[config.mk]
export PLATFORM = sky130hd
export DESIGN_NAME = pll_reset_sequencer_flat
export DESIGN_NICKNAME = d
export VERILOG_FILES = /design/src/rtl/pll_reset_sequencer_if.sv /design/src/rtl/pll_reset_sequencer.sv /design/src/flat_wrapper.sv
export SDC_FILE = /design/constraint.sdc
export NUM_CORES = 1
export LEC_CHECK = 0
export CAP_MARGIN = 20
export CORE_ASPECT_RATIO = 0.75
export CORE_MARGIN = 2
export CORE_UTILIZATION = 35
export DETAILED_ROUTE_END_ITERATION = 10
export GPL_TIMING_DRIVEN = 0
export MAX_ROUTING_LAYER = met4
export PLACE_DENSITY = 0.58
export REMOVE_ABC_BUFFERS = 1
export SYNTH_ARGS = -nofsm -noshare
export SYNTH_HDL_FRONTEND = slang
export SYNTH_SLANG_ARGS = --single-unit
[constraint.sdc]
create_clock -name refclk -period 2.4 [get_ports refclk]
set_input_delay 0.48 -clock refclk [delete_from_list [all_inputs] [get_ports refclk]]
set_output_delay 0.48 -clock refclk [all_outputs]
set_load 0.1 [all_outputs]
[src/rtl/pll_reset_sequencer_if.sv]
// PLL/core-side signal bundle for pll_reset_sequencer.
// The master modport is the sequencer; the slave modport is the PLL plus core-reset consumer.
interface pll_reset_sequencer_if;
    logic       pll_locked;
    logic       relock_req;
    logic       pll_rst;
    logic       core_rst;
    logic       ready;
    logic [7:0] lock_loss_cnt;
    logic [3:0] retry_cnt;

    modport master (
        input  pll_locked,
        input  relock_req,
        output pll_rst,
        output core_rst,
        output ready,
        output lock_loss_cnt,
        output retry_cnt
    );

    modport slave (
        output pll_locked,
        output relock_req,
        input  pll_rst,
        input  core_rst,
        input  ready,
        input  lock_loss_cnt,
        input  retry_cnt
    );
endinterface

[src/rtl/pll_reset_sequencer.sv]
// Refclk-domain PLL reset / lock-qualification sequencer producing a glitch-free core reset.
// Optional lock-wait timeout with retry counting is enabled by defining PLL_SEQ_TIMEOUT_EN.
module pll_reset_sequencer #(
    parameter int RST_HOLD_CYCLES     = 16,
    parameter int LOCK_STABLE_CYCLES  = 1024,
    parameter int LOCK_TIMEOUT_CYCLES = 1048576,
    parameter int CNT_W               = 21
) (
    input  logic                  refclk,
    input  logic                  rst,
    pll_reset_sequencer_if.master pll
);

    typedef enum logic [1:0] {
        PLL_RESET = 2'd0,
        WAIT_LOCK = 2'd1,
        QUALIFY   = 2'd2,
        RUN       = 2'd3
    } state_t;

    localparam int MAX_HS   = (RST_HOLD_CYCLES > LOCK_STABLE_CYCLES) ? RST_HOLD_CYCLES : LOCK_STABLE_CYCLES;
    localparam int CNT_CEIL = (MAX_HS > LOCK_TIMEOUT_CYCLES) ? MAX_HS : LOCK_TIMEOUT_CYCLES;

    localparam logic [CNT_W-1:0] HOLD_LAST   = CNT_W'(RST_HOLD_CYCLES - 1);
    localparam logic [CNT_W-1:0] STABLE_LAST = CNT_W'(LOCK_STABLE_CYCLES - 1);
    // The counter never needs to exceed the largest configured count; it parks there instead of wrapping.
    localparam logic [CNT_W-1:0] CNT_TOP     = CNT_W'(CNT_CEIL - 1);
`ifdef PLL_SEQ_TIMEOUT_EN
    localparam logic [CNT_W-1:0] TIMEOUT_LAST = CNT_W'(LOCK_TIMEOUT_CYCLES - 1);
`endif

    function automatic logic [CNT_W-1:0] cnt_inc(input logic [CNT_W-1:0] v);
        return (v == CNT_TOP) ? v : (v + CNT_W'(1));
    endfunction

    function automatic logic [7:0] sat_inc8(input logic [7:0] v);
        return (v == 8'hFF) ? v : (v + 8'd1);
    endfunction

`ifdef PLL_SEQ_TIMEOUT_EN
    function automatic logic [3:0] sat_inc4(input logic [3:0] v);
        return (v == 4'hF) ? v : (v + 4'd1);
    endfunction
`endif

    logic             sync_meta_r;
    logic             lk_sync_r;
    logic             lk_s;
    state_t           state_r;
    state_t           state_nxt_s;
    logic [CNT_W-1:0] cnt_r;
    logic [CNT_W-1:0] cnt_nxt_s;
    logic [7:0]       loss_cnt_r;
    logic [7:0]       loss_nxt_s;
    logic             pll_rst_r;
    logic             core_rst_r;
    logic             ready_r;
`ifdef PLL_SEQ_TIMEOUT_EN
    logic [3:0]       retry_cnt_r;
    logic [3:0]       retry_nxt_s;
`endif

    assign lk_s = lk_sync_r;

    // Next-state, counter and event-count decode; relock outranks lock events
    always_comb begin
        state_nxt_s = state_r;
        cnt_nxt_s   = cnt_r;
        loss_nxt_s  = loss_cnt_r;
`ifdef PLL_SEQ_TIMEOUT_EN
        retry_nxt_s = retry_cnt_r;
`endif
        if (pll.relock_req && (state_r != PLL_RESET)) begin
            state_nxt_s = PLL_RESET;
            cnt_nxt_s   = {CNT_W{1'b0}};
            // A lock loss coinciding with the relock is still recorded
            if ((state_r == RUN) && !lk_s) begin
                loss_nxt_s = sat_inc8(loss_cnt_r);
            end else begin
                loss_nxt_s = loss_cnt_r;
            end
        end else begin
            case (state_r)
                PLL_RESET: begin
                    if (cnt_r == HOLD_LAST) begin
                        state_nxt_s = WAIT_LOCK;
                        cnt_nxt_s   = {CNT_W{1'b0}};
                    end else begin
                        cnt_nxt_s = cnt_inc(cnt_r);
                    end
                end
                WAIT_LOCK: begin
                    if (lk_s) begin
                        state_nxt_s = QUALIFY;
                        cnt_nxt_s   = {CNT_W{1'b0}};
                    end else begin
`ifdef PLL_SEQ_TIMEOUT_EN
                        if (cnt_r == TIMEOUT_LAST) begin
                            state_nxt_s = PLL_RESET;
                            cnt_nxt_s   = {CNT_W{1'b0}};
                            retry_nxt_s = sat_inc4(retry_cnt_r);
                        end else begin
                            cnt_nxt_s = cnt_inc(cnt_r);
                        end
`else
                        cnt_nxt_s = cnt_r;
`endif
                    end
                end
                QUALIFY: begin
                    // A dropout restarts qualification without touching the PLL
                    if (!lk_s) begin
                        cnt_nxt_s = {CNT_W{1'b0}};
                    end else if (cnt_r == STABLE_LAST) begin
                        state_nxt_s = RUN;
                        cnt_nxt_s   = {CNT_W{1'b0}};
                    end else begin
                        cnt_nxt_s = cnt_inc(cnt_r);
                    end
                end
                RUN: begin
                    if (!lk_s) begin
                        state_nxt_s = PLL_RESET;
                        cnt_nxt_s   = {CNT_W{1'b0}};
                        loss_nxt_s  = sat_inc8(loss_cnt_r);
                    end else begin
                        state_nxt_s = RUN;
                    end
                end
                default: begin
                    state_nxt_s = PLL_RESET;
                    cnt_nxt_s   = {CNT_W{1'b0}};
                end
            endcase
        end
    end

    // Synchronizer, FSM state, counters and outputs registered from the next state
    always_ff @(posedge refclk or posedge rst) begin
        if (rst) begin
            sync_meta_r <= 1'b0;
            lk_sync_r   <= 1'b0;
            state_r     <= PLL_RESET;
            cnt_r       <= {CNT_W{1'b0}};
            loss_cnt_r  <= 8'd0;
            pll_rst_r   <= 1'b1;
            core_rst_r  <= 1'b1;
            ready_r     <= 1'b0;
`ifdef PLL_SEQ_TIMEOUT_EN
            retry_cnt_r <= 4'd0;
`endif
        end else begin
            sync_meta_r <= pll.pll_locked;
            lk_sync_r   <= sync_meta_r;
            state_r     <= state_nxt_s;
            cnt_r       <= cnt_nxt_s;
            loss_cnt_r  <= loss_nxt_s;
            pll_rst_r   <= (state_nxt_s == PLL_RESET);
            core_rst_r  <= (state_nxt_s != RUN);
            ready_r     <= (state_nxt_s == RUN);
`ifdef PLL_SEQ_TIMEOUT_EN
            retry_cnt_r <= retry_nxt_s;
`endif
        end
    end

    assign pll.pll_rst       = pll_rst_r;
    assign pll.core_rst      = core_rst_r;
    assign pll.ready         = ready_r;
    assign pll.lock_loss_cnt = loss_cnt_r;
`ifdef PLL_SEQ_TIMEOUT_EN
    assign pll.retry_cnt     = retry_cnt_r;
`else
    assign pll.retry_cnt     = 4'd0;
`endif

endmodule

[src/flat_wrapper.sv]
// flat-port wrapper written by rule: the top's interface ports become plain ports
module pll_reset_sequencer_flat 
#(
    parameter int RST_HOLD_CYCLES     = 16,
    parameter int LOCK_STABLE_CYCLES  = 1024,
    parameter int LOCK_TIMEOUT_CYCLES = 1048576,
    parameter int CNT_W               = 21
)
  (refclk, rst, pll_pll_locked, pll_relock_req, pll_pll_rst, pll_core_rst, pll_ready, pll_lock_loss_cnt, pll_retry_cnt);
  pll_reset_sequencer_if pll_i ();
  input  logic refclk;
  input  logic rst;
  input wire logic [$bits(pll_i.pll_locked)-1:0] pll_pll_locked;
  input wire logic [$bits(pll_i.relock_req)-1:0] pll_relock_req;
  output wire logic [$bits(pll_i.pll_rst)-1:0] pll_pll_rst;
  output wire logic [$bits(pll_i.core_rst)-1:0] pll_core_rst;
  output wire logic [$bits(pll_i.ready)-1:0] pll_ready;
  output wire logic [$bits(pll_i.lock_loss_cnt)-1:0] pll_lock_loss_cnt;
  output wire logic [$bits(pll_i.retry_cnt)-1:0] pll_retry_cnt;
  assign pll_i.pll_locked = pll_pll_locked;
  assign pll_i.relock_req = pll_relock_req;
  assign pll_pll_rst = pll_i.pll_rst;
  assign pll_core_rst = pll_i.core_rst;
  assign pll_ready = pll_i.ready;
  assign pll_lock_loss_cnt = pll_i.lock_loss_cnt;
  assign pll_retry_cnt = pll_i.retry_cnt;
  pll_reset_sequencer #(.RST_HOLD_CYCLES(RST_HOLD_CYCLES), .LOCK_STABLE_CYCLES(LOCK_STABLE_CYCLES), .LOCK_TIMEOUT_CYCLES(LOCK_TIMEOUT_CYCLES), .CNT_W(CNT_W)) u_core (.refclk(refclk), .rst(rst), .pll(pll_i));
endmodule
---- Word level (Yosys, flattened, before mapping) ----
Cells that the tools add are included.
W data, S select, Z words.
cells by class
  add/sub/neg operators ................... 2
  reductions and logical operators ........ 9
  multiplexer cells ....................... 20
  equality and inequality tests ........... 13
operator list
  operator                 count
  $mux W21                 7
  $pmux W21 S4             1
  $mux W8                  5
  $add A21 B1 Y21 const B  1
  $eq A21 B10 Y1 const B   1
  $eq A21 B20 Y1 const B   1
  $eq A21 B4 Y1 const B    1
  $mux W2                  6
  $add A8 B1 Y8 const B    1
  $eq A8 B8 Y1 const B     1
  $pmux W2 S4              1
  $eq A2 B2 Y1 const B     3
  $ne A2 B2 Y1 const B     3
  $logic_not A2 Y1         2
  $reduce_bool A2 Y1       2
  $ne A3 B1 Y1 const B     1
  $ne A3 B3 Y1 const B     1
  $reduce_and A3 Y1        1
  $eq A2 B1 Y1 const B     1
  $logic_and A1 B1 Y1      2
  $reduce_and A2 Y1        1
  $logic_not A1 Y1         1
word-level totals
  output and inout bits ................... 15
  logic and storage cells ................. 52
  bits in registers ....................... 36

---- Logic depth before layout (Yosys ltp) ----
  depth after elaboration ................. 6
  mapped depth ............................ 8
  mapped depth without buffers ............ 6

---- Worst setup path before layout ----
Ideal clock, no wire load.
  path kind ............................... reg2reg
  start ................................... register u_core.loss_cnt_r[0] (netlist: u_core.pll.lock_loss_cnt[0])
  end ..................................... register u_core.loss_cnt_r[1] (netlist: u_core.pll.lock_loss_cnt[1])
  data arrival time ....................... 2.153 ns
  data required time ...................... 2.274 ns
  stages on the path, launching flop included .. 5
  path slack .............................. 0.121 ns
  cells stage by stage .................... dfrtp_1 > ha_1 > and3_1 > a31oi_1 > mux2_2
between the ends
  word-level cells in the longest chain between the ends .. 5
  elaborated cells on any way between the ends .. 7
RTL lines
  item                                           RTL line                    text
  from (decl)                                    pll_reset_sequencer.sv:53   logic [7:0] loss_cnt_r;
  from (signal assigned)                         pll_reset_sequencer.sv:157  loss_cnt_r <= loss_nxt_s;
  $add A8 B1 Y8 or $eq A8 B8 Y1 (tied branches)  pll_reset_sequencer.sv:37   return (v == 8'hFF) ? v : (v + 8'd1);
  $mux W8 *                                      pll_reset_sequencer.sv:37
  $mux W8                                        pll_reset_sequencer.sv:122  if (!lk_s) begin
  $mux W8                                        pll_reset_sequencer.sv:83   case (state_r)
  $mux W8 *                                      pll_reset_sequencer.sv:73   if (pll.relock_req && (state_r != PLL_RESET)) begin
Every way passes the cells marked *; elsewhere a longest branch is shown, timed or not. The select of a mux whose other input is x is not followed.
A chain may end at the register's enable or synchronous reset.

---- Worst setup path after layout ----
  start ................................... register u_core.loss_cnt_r[6] (netlist: u_core.pll.lock_loss_cnt[6])
  end ..................................... output port pll_lock_loss_cnt[6]
RTL lines
  item       RTL line            text
  to (decl)  flat_wrapper.sv:18  output wire logic [$bits(pll_i.lock_loss_cnt)-1:0] pll_lock_loss_cnt;
No word-level cell between the ends.

==> results_dict.tcl <==
set metrics [dict create \
    outcome "completed" \
    cap_violations 0 \
    io_pins 19 \
    drive_gt1_share_pct 13.8 \
    max_slew_margin_pct 34.6 \
    p_seq_share_pct 40.2 \
    finalCritPeriodShare_pct 98.1 \
    place_area_sq_um 2210 \
    die_area_sq_um 6320 \
    post_drt_wl_per_cell_um 14.1 \
    grt_pass1_vias 1427 \
    hold_slack_ns 0.350 \
    path_class "reg -> out" \
    fin_tns_setup_ns 0 \
    area_growth_pct 17.7 \
    synth-edff-count 0 \
    crit_buf_inv 1 \
    grt_antenna_before_repair 0 \
    worst_setup_path_end_kind "output port" \
    max_stage_delay_ns 1.17 \
    gp_congestion 0.773 \
    grt.total_usage_pct 14.4 \
    root_buffer "clkbuf_8" \
    r2r-start "u_core.cnt_r[0]" \
    cpMaxStageDelayCell "clkdlybuf4s50_1" \
    initial_utilization_pct 36.9 \
    drtIter0Drc 99 \
    cp.required_ns 1.92 \
    rsz0062_at_grt "false" \
    stdcell_area_sq_um 2350 \
    ys.flop_type "dfrtp_1" \
    synth_seq_area_share_pct 45.3 \
    insertion_delay_ns 0.28 \
    crit_chain "clkdlybuf4s50_1" \
    swShare_pct 39.5 \
    clock_sink_count 36 \
    synth_cells 208 \
    tightest_slew_ns 0.977 \
    syn_area_sq_um 1990 \
    place.port_buffers 14 \
    ys_types 48 \
    slew_violations 0 \
    n_fill_cell 556 \
    cts_buffer_depth 2 \
    num_vias 1554 \
    p_per_area_nw_per_um2 821 \
    dpl_worst_slack_ns -0.259 \
    cts_max_level 2 \
    fmax_mhz 425 \
    report.final.setup_viol 0 \
    cts_inserted_buffers 5 \
    hold_end "u_core.lk_s" \
    dr.pass1.iters 4 \
    async_reset_ff_share_pct 100 \
    core_area_sq_um 5410 \
    syn-mean-instance-area_sq_um 9.59 \
    overflow 0 \
    row_count 23 \
    remaining_drc_errors 0 \
    nNetsFinal 229 \
    crit_arrival_ns 1.87 \
    n_antenna_cell 0 \
    place.detailed.hpwl_um 2980 \
    fp.dieW_um 91.2 \
    p_clk_share_pct 24.5 \
    r2r_cells 6 \
    finalCriticalPeriod_ns 2.35 \
    p_int_uw 1170 \
    ant_nets 0 \
    ir_drop_mv 0.286 \
    setup_slack_ns 0.0467 \
    rrSetupSlack_ns 0.16 \
    combPwrFrac_pct 35.3 \
    utilization_pct 43.4 \
    hold_depth 0 \
    leakage_uw 0.000912 \
    reg2reg_to "u_core.cnt_r[16]" \
    vias_per_cell 5.20 \
    cts_tree "done" \
    hp-class "reg -> reg" \
    synth_seq_cells 36 \
    yosys_warnings 0 \
    fp.dieH_um 69.4 \
    finalHoldViolations 0 \
    grt_pass1_wl_um 7150 \
    skew_ns 0.00432 \
    grt_max_degree 37 \
    path_max_fanout 4 \
    hp-start "u_core.sync_meta_r" \
    critPathTopFamily "buffers and inverters" \
    wl_um 4200 \
    path_clk_slew_ns 0.07 \
    cp-start-kind "flop" \
    p_switching_uw 762 \
]
-- registers in the layout, indices dropped and copies added (netlist names) --
register                  count
u_core.state_r                2
u_core.pll.pll_rst            1
u_core.pll.lock_loss_cnt      8
u_core.sync_meta_r            1
u_core.pll.core_rst           1
u_core.lk_s                   1
u_core.cnt_r                 21
u_core.pll.ready              1
-- synthesized netlist by cell type, types with 3 or more instances --
| library cell | n | area [sq um] |
|---|---|---|
| nor2_1 | 20 | 75.1 |
| xnor2_1 | 18 | 158 |
| nor2b_1 | 3 | 18.8 |
| a211oi_1 | 7 | 52.6 |
| o211ai_1 | 3 | 22.5 |
| nand4_1 | 8 | 50.1 |
| and3_1 | 4 | 25.0 |
| nor4_1 | 6 | 37.5 |
| nand2_1 | 16 | 60.1 |
| o21ai_0 | 3 | 15.0 |
| clkbuf_1 | 5 | 18.8 |
| nand3_1 | 8 | 40.0 |
| a21oi_1 | 9 | 45.0 |
| dfrtp_1 | 34 | 851 |
| buf_2 | 3 | 15.0 |
| buf_4 | 4 | 30.0 |
| inv_1 | 10 | 37.5 |
| nor3_1 | 5 | 25.0 |
-- how the worst max path moves through the flow --
stage                                           start              endpoint  slack (ns)  cells after the start
final                     u_core.pll.lock_loss_cnt[6]  pll_lock_loss_cnt[6]        0.05                      1
after floorplan                     u_core.state_r[1]       u_core.cnt_r[7]       -0.12                      5
after detailed placement              u_core.cnt_r[0]       u_core.cnt_r[5]       -0.26                      6
after global routing      u_core.pll.lock_loss_cnt[3]  pll_lock_loss_cnt[3]       0.008                      1
after global placement                 pll_relock_req       u_core.cnt_r[7]       -1.30                      5
after CTS                 u_core.pll.lock_loss_cnt[6]  pll_lock_loss_cnt[6]        0.05                      1
-- cell families (layout without fill, tap and decap cells) --
group / Yosys count / count (layout) / synth area share [%]
compound gates: 40 / 40 / 15.5
xor+xnor: 20 / 20 / 8.78
fa+ha+maj: 2 / 2 / 1.25
buf+inv: 23 / 36 / 5.65
flops: 36 / 36 / 45.3
mux: 3 / 3 / 1.57
other cells: 1 / 4 / 0.188
simple gates: 83 / 83 / 21.8
-- placed cells by master (no fill, tap or decap), types with 2 or more instances in the layout --
cell             count
nor4_2               2
or3_1                2
dfstp_2              2
a2111oi_0            2
dlygate4sd2_1        2
o21ai_0              3
nor4_1               2
ha_1                 2
inv_1                9
nor4_4               2
a211oi_1             7
mux2i_1              2
nor3_1               5
nor2_1              20
or4_2                2
xnor2_1             18
or2_2                2
a22oi_1              2
nor2b_1              3
conb_1               4
nand3_1              8
nand2_1             16
a21boi_0             2
o211ai_1             3
clkdlybuf4s50_1     12
or4_4                2
a21oi_1              9
clkbuf_8             7
dfrtp_1             34
nand4_1              8
buf_4                3
xor2_1               2
o31ai_1              2
and3_1               4
-- area by class of cell --
class	count	area [sq um]	area share, %
inverters	10	37.5	1.60
repair buffers	18	180	7.68
clock buffers	8	100	4.26
flip-flops and latches	36	903	38.5
well taps	75	93.8	4.00
multi-input cells	152	1030	44.0
-- per-layer routing --
metal | part of all wire (%) | vias to the layer above | GRT usage, %
met3 | 3.1 | 2 | 3.26
met4 | 0.83 | 0 | 4.04
li1 | - | 769 | -
met1 | 56 | 755 | 22.5
met2 | 40 | 28 | 18.3
met5 | 0 | - | -
-- power groups by stage --
| stage | registers (uW) | clock network, uW | logic [uW] |
|---|---|---|---|
| after global placement | 781 | 0 | 628 |
| after CTS | 773 | 487 | 686 |
| after global routing | 790 | 520 | 742 |
| final | 775 | 473 | 680 |
| after detailed placement | 784 | 0 | 639 |
| after floorplan | 944 | 0 | 316 |
-- stage by stage --
step | std cells | power [uW]
3_5_place_dp | 290 | 1420
3_3_place_gp | 287 | 1410
5_1_grt | 299 | 2050
2_1_floorplan | 198 | 1260
6_report | 299 | 1930
4_1_cts | 299 | 1950
-- timing repair --
| action | CTS | global route |
|---|---|---|
| endpoints found under the setup margin | 20 | 18 |
| hold endpoints to repair | 0 | 0 |
| resized for setup | 2 | 3 |
| pin swaps | 1 | 1 |
| hold buffers | 0 | 0 |
| buffers inserted | 1 | 0 |
| gates cloned | 0 | 0 |
Note: power is estimated with default switching activity, not from simulation.
